### src/rtl/cpc_mem_pkg.sv
// Shared SDRAM segment map for the boot download and upload paths; pure combinational helpers.
// Keeping one lookup here guarantees both directions agree on the 16 KB segment-to-page layout.
package cpc_mem_pkg;

  localparam int SEG_SHIFT = 14;

  localparam logic [8:0] PAGE_0 = 9'h000;
  localparam logic [8:0] PAGE_1 = 9'h100;
  localparam logic [8:0] PAGE_2 = 9'h107;
  localparam logic [8:0] PAGE_3 = 9'h1FF;

  typedef enum logic [1:0] {
    IDLE,
    FETCH,
    READY
  } upl_state_e;

  typedef struct packed {
    logic [8:0] page;
    logic       bank;
  } seg_map_t;

  // Segments 0-3 live in bank 0, 4-7 mirror the same page set in bank 1.
  function automatic seg_map_t seg_map(input logic [10:0] seg);
    seg_map_t m;
    m.bank = seg[2];
    case (seg[1:0])
      2'd0:    m.page = PAGE_0;
      2'd1:    m.page = PAGE_1;
      2'd2:    m.page = PAGE_2;
      default: m.page = PAGE_3;
    endcase
    return m;
  endfunction

endpackage

### src/rtl/mem_uploader.sv
// Streams banked SDRAM bytes to the host upload port; ack-to-data 1 cycle, rd-to-req 1 cycle.
// Host is held off with ioctl_wait until a byte is latched; missing acks time out to 8'hFF.
module mem_uploader
  import cpc_mem_pkg::*;
#(
  parameter int MAX_SEG = 8,
  parameter int TIMEOUT = 64
) (
  input  logic        clk_sys,
  input  logic        reset,
  input  logic        ioctl_upload,
  input  logic        ioctl_rd,
  output logic [7:0]  ioctl_din,
  output logic        ioctl_wait,
  output logic        mem_req,
  output logic [22:0] mem_addr,
  output logic        mem_bank,
  input  logic [7:0]  mem_dout,
  input  logic        mem_ack,
  output logic        err,
  output logic        done
);

  localparam int          TW       = $clog2(TIMEOUT + 1);
  localparam logic [25:0] LIMIT    = 26'(MAX_SEG * 16384);
  localparam logic [TW-1:0] TMO_LAST = TW'(TIMEOUT - 1);

  upl_state_e      state_q, state_d;
  logic [24:0]     cnt_q, cnt_d;
  logic [TW-1:0]   timer_q, timer_d;
  logic [7:0]      din_q, din_d;
  logic            err_q, err_d;
  logic            done_q, done_d;
  logic            upl_q;

  logic            upl_rise;
  logic            past_end;
  seg_map_t        map;

  assign upl_rise = ioctl_upload & ~upl_q;
  assign past_end = {1'b0, cnt_q} >= LIMIT;
  assign map      = seg_map(cnt_q[24:SEG_SHIFT]);

  assign mem_addr   = {map.page, cnt_q[SEG_SHIFT-1:0]};
  assign mem_bank   = map.bank;
  // Gated by the live upload level so a dropped session releases the port immediately.
  assign mem_req    = (state_q == FETCH) && ioctl_upload && !past_end;
  assign ioctl_wait = (state_q != READY);
  assign ioctl_din  = din_q;
  assign err        = err_q;
  assign done       = done_q;

  always_comb begin
    state_d = state_q;
    cnt_d   = cnt_q;
    timer_d = '0;
    din_d   = din_q;
    err_d   = err_q;
    done_d  = done_q;

    if (!ioctl_upload) begin
      state_d = IDLE;
    end else begin
      case (state_q)
        IDLE: begin
          if (upl_rise) begin
            cnt_d   = '0;
            err_d   = 1'b0;
            done_d  = 1'b0;
            state_d = FETCH;
          end
        end
        FETCH: begin
          if (past_end) begin
            din_d   = 8'hFF;
            done_d  = 1'b1;
            state_d = READY;
          end else if (mem_ack) begin
            din_d   = mem_dout;
            state_d = READY;
          end else if (timer_q == TMO_LAST) begin
            din_d   = 8'hFF;
            err_d   = 1'b1;
            state_d = READY;
          end else begin
            timer_d = timer_q + 1'b1;
          end
        end
        READY: begin
          if (ioctl_rd) begin
            cnt_d   = cnt_q + 25'd1;
            state_d = FETCH;
          end
        end
        default: state_d = IDLE;
      endcase
    end
  end

  always_ff @(posedge clk_sys or posedge reset) begin
    if (reset) begin
      state_q <= IDLE;
      cnt_q   <= '0;
      timer_q <= '0;
      din_q   <= 8'hFF;
      err_q   <= 1'b0;
      done_q  <= 1'b0;
      upl_q   <= 1'b0;
    end else begin
      state_q <= state_d;
      cnt_q   <= cnt_d;
      timer_q <= timer_d;
      din_q   <= din_d;
      err_q   <= err_d;
      done_q  <= done_d;
      upl_q   <= ioctl_upload;
    end
  end

endmodule

### config.mk
export PLATFORM = sky130hd
export DESIGN_NAME = mem_uploader
export DESIGN_NICKNAME = d
export VERILOG_FILES = /design/src/rtl/cpc_mem_pkg.sv /design/src/rtl/mem_uploader.sv
export SDC_FILE = /design/constraint.sdc
export NUM_CORES = 1
export LEC_CHECK = 0
export ABC_AREA = 1
export CORE_MARGIN = 4
export CORE_UTILIZATION = 47
export DETAILED_ROUTE_END_ITERATION = 8
export PLACE_DENSITY = 0.8
export SYNTH_ARGS = -nofsm -noshare
export SYNTH_HDL_FRONTEND = slang
export SYNTH_SLANG_ARGS = --single-unit
### constraint.sdc
create_clock -name clk_sys -period 1.34 [get_ports clk_sys]
set_clock_uncertainty 0.1 [all_clocks]
set_input_delay 0.268 -clock clk_sys [delete_from_list [all_inputs] [get_ports clk_sys]]
set_output_delay 0.268 -clock clk_sys [all_outputs]
set_load 0.01 [all_outputs]
==> impl_metrics.env, run 1 <==
export IMPL_crit_arrival_ns=1.90
export IMPL_htreeDepth=2
export IMPL_rr_worst_depth=7
export IMPL_fill_cells=297
export IMPL_syn_area_per_cell_um2=7.41
export IMPL_slew_viol_final=0
export IMPL_vdd_drop_max_v=0.000987
export IMPL_finalNonFillerCells=565
export IMPL_synth_nets=376
export IMPL_cts_sinks=45
export IMPL_drc=0
export IMPL_post_route_cells_drive_above_1_share=0.529
export IMPL_worstSkewPairLatency_ns=0.31
export IMPL_cts_buffers=5
export IMPL_via_per_inst=5.36
export IMPL_grt_first_pass_wirelength_um=13400
export IMPL_cts_tree="yes"
export IMPL_status="finished with violations"
export IMPL_grt_antenna_before_repair=0
export IMPL_nNetsFinal=508
export IMPL_first_pass_iters=4
export IMPL_yosys_warnings=0
export IMPL_worst_hold_path_type="in2async"
export IMPL_worstPathCellList="nor2_2, nand3_2, nor2_4, buf_4, buf_6, nand4_1, nor3b_2"
export IMPL_met2_usage=0.442
export IMPL_crit_fanout=5
export IMPL_die_w_um=83.4
export IMPL_vias=3027
export IMPL_grtUsageMet3=0.0625
export IMPL_synthDistinctLibCells=32
export IMPL_clkSlewWorstSetupHoldPaths_ns=0.10
export IMPL_setup_violations=57
export IMPL_routabilityCongestion=0.884
export IMPL_grt_pass1_vias=2981
export IMPL_multi_input_area_um2=1610
export IMPL_slowest_delay_ns=0.40
export IMPL_clock_path_buffers=2
export IMPL_die_h_um=83.4
export IMPL_syn_to_final_growth_pct=69.2
export IMPL_drt_wl_total_um=9770
export IMPL_grt_use_met1=0.237
export IMPL_period_share=1.32
export IMPL_power_leakage_nw=2.18
export IMPL_start_util=0.485
export IMPL_powerDensity_nw_per_um2=812
export IMPL_core_area_um2=5510
export IMPL_start_kind="register"
export IMPL_end_kind="register"
export IMPL_cts_root_buf="clkbuf_8"
export IMPL_ant_nets=0
export IMPL_crit_type="reg2reg"
export IMPL_worstPathRequired_ns=1.47
export IMPL_syn_area_um2=2670
export IMPL_antennaDiodeCount=0
export IMPL_track_usage=0.236
export IMPL_async_flop_share=1.00
export IMPL_top_level_ports=49
export IMPL_seq_area_um2=1140
export IMPL_dp_hpwl_um=4630
export IMPL_route_detailed_wl_per_inst_um=17.3
export IMPL_tns_ns=-15.57
export IMPL_fin_ws_ns=-0.435
export IMPL_port_buffers=48
export IMPL_slew_headroom=0.705
export IMPL_hold_viol=0
export IMPL_rsz0062_at_grt="true"
export IMPL_ys_seq_elements=45
export IMPL_ys_seq_area_frac=0.426
export IMPL_synthCells=360
export IMPL_timing_fmax_ghz=0.564
export IMPL_grt_max_degree=46
export IMPL_worstMarginPinSlew_ns=0.440
export IMPL_cap_viol_max_count=0
export IMPL_die_area_um2=6950
export IMPL_slowest_stage="dfrtp_1"
export IMPL_num_rows=27
export IMPL_p_total_mw=3.66
export IMPL_dp_cells=510
export IMPL_period_minus_slack_ns=1.77
export IMPL_violations="negative setup slack"
export IMPL_grt_busiest_layer="met2"
export IMPL_ys_flop_type="dfrtp_1"
export IMPL_drt_initial_drc_count=199
export IMPL_overflow=0
export IMPL_synth_edff_count=0
==> critical path, delay by kind of cell (launching register included) <==
kind | cells | cell delay [ns]
DFF | 1 | 0.40
buffers and inverters | 2 | 0.22
and+or+nand+nor | 5 | 0.96
==> kinds of logic after synthesis <==
family | share of synthesized area
AOI/OAI and AO/OA | 0.0614
buffers and inverters | 0.140
DFF | 0.426
adders and majority gates | 0.0141
and+or+nand+nor | 0.353
xor gates and xnor gates | 0.00656
==> where the power goes <==
part           total (mW)  internal (mW)  switching (mW)  leakage (nW)
clock               0.928          0.420           0.508        0.0445
combinational        1.06          0.570           0.492          1.54
sequential           1.68           1.58          0.0978         0.594
==> timing repair <==
action | CTS | global route
hold buffers | 0 | 0
pin swaps | 35 | 31
setup endpoints to repair | 79 | 80
setup buffers | 27 | 19
resized for setup | 216 | 94
hold endpoints to repair | 0 | 0
cloned | 4 | 1
==> layout make-up <==
| cell class | count | area share |
|---|---|---|
| multi-input combinational | 244 | 0.357 |
| timing repair buffer | 145 | 0.296 |
| sequential | 45 | 0.252 |
| inverter | 48 | 0.0474 |
| tap | 72 | 0.0200 |
| clock buffer | 7 | 0.0191 |
| timing repair inverter | 3 | 0.00665 |
| clock inverter | 1 | 0.00166 |
==> cells in the mapped netlist, types with 5 or more instances <==
cell / n / area, um2
o21ai_1: 8 / 40.0
dfstp_2: 8 / 210
nor3_1: 5 / 25.0
nand3_1: 21 / 105
inv_2: 5 / 18.8
nor2_2: 5 / 31.3
dfrtp_1: 37 / 926
buf_4: 20 / 150
nand2_1: 93 / 349
nor2_1: 60 / 225
a21oi_1: 8 / 40.0
o21ai_0: 9 / 45.0
inv_1: 43 / 161
nand4_1: 6 / 37.5
==> final timing paths <==
path | from | to | slack [ns]
max | cnt_q[24] | timer_q[2] | -0.43
min | reset | cnt_q[1] | 0.26
max reg2reg | cnt_q[24] | timer_q[2] | -0.43
min reg2reg | ioctl_din[0] | ioctl_din[0] | 0.38
max in group asynchronous | reset | ioctl_din[0] | 0.59
min in group clk_sys | ioctl_upload | upl_q | 0.33
==> metrics by stage <==
stage / utilization / worst slack (ns) / hold WS, ns / cell area [um2]
6_report: 0.820 / -0.435 / 0.263 / 4520
5_1_grt: 0.820 / -0.538 / 0.299 / 4520
4_1_cts: 0.756 / -0.398 / 0.264 / 4160
3_5_place_dp: 0.643 / -0.579 / 0.366 / 3540
3_3_place_gp: 0.643 / -0.539 / 0.361 / 3540
2_1_floorplan: - / -0.0753 / 0.176 / 2750
==> registers in the layout, indices dropped and copies added, names as in the netlist <==
name,flops
done,1
timer_q,7
state_q,2
err,1
cnt_q,25
ioctl_din,8
upl_q,1
==> cell usage in the layout, fill, tap and decap left out, types with 2 or more instances in the layout <==
| cell type | count |
|---|---|
| o21ai_2 | 4 |
| nor2_2 | 15 |
| dfstp_2 | 8 |
| clkinvlp_4 | 3 |
| nand2_8 | 2 |
| inv_8 | 3 |
| clkbuf_8 | 6 |
| a21oi_1 | 2 |
| clkdlybuf4s15_1 | 3 |
| nor3_2 | 2 |
| clkbuf_2 | 9 |
| dfrtp_1 | 35 |
| o21ai_4 | 2 |
| nor2_1 | 40 |
| buf_6 | 55 |
| dfrtp_2 | 2 |
| buf_12 | 2 |
| nand2_4 | 10 |
| nor3b_2 | 2 |
| inv_4 | 2 |
| nand4_1 | 6 |
| nand3_1 | 8 |
| nand3_2 | 10 |
| o21ai_1 | 10 |
| buf_4 | 62 |
| clkdlybuf4s50_1 | 11 |
| inv_2 | 5 |
| inv_1 | 37 |
| nor3_1 | 4 |
| nand2_1 | 67 |
| nand3_4 | 3 |
| a21oi_2 | 6 |
| nand2_2 | 22 |
| xor2_1 | 2 |
| nor2_4 | 14 |
==> metal layers <==
metal	wire, um	part of all wire	vias to the layer above
li1	-	-	1369
met1	3500	0.36	1465
met2	5120	0.52	139
met3	684	0.070	54
met4	466	0.048	0
met5	0	0	-
Note: power is estimated with default switching activity, not from simulation.
==> run 2: changes to the inputs <==
Settings changed: CTS_CLUSTER_DIAMETER set to 30.
==> results of run 2 <==
The final DEF is identical to that of run 1; final timing and power are the same.
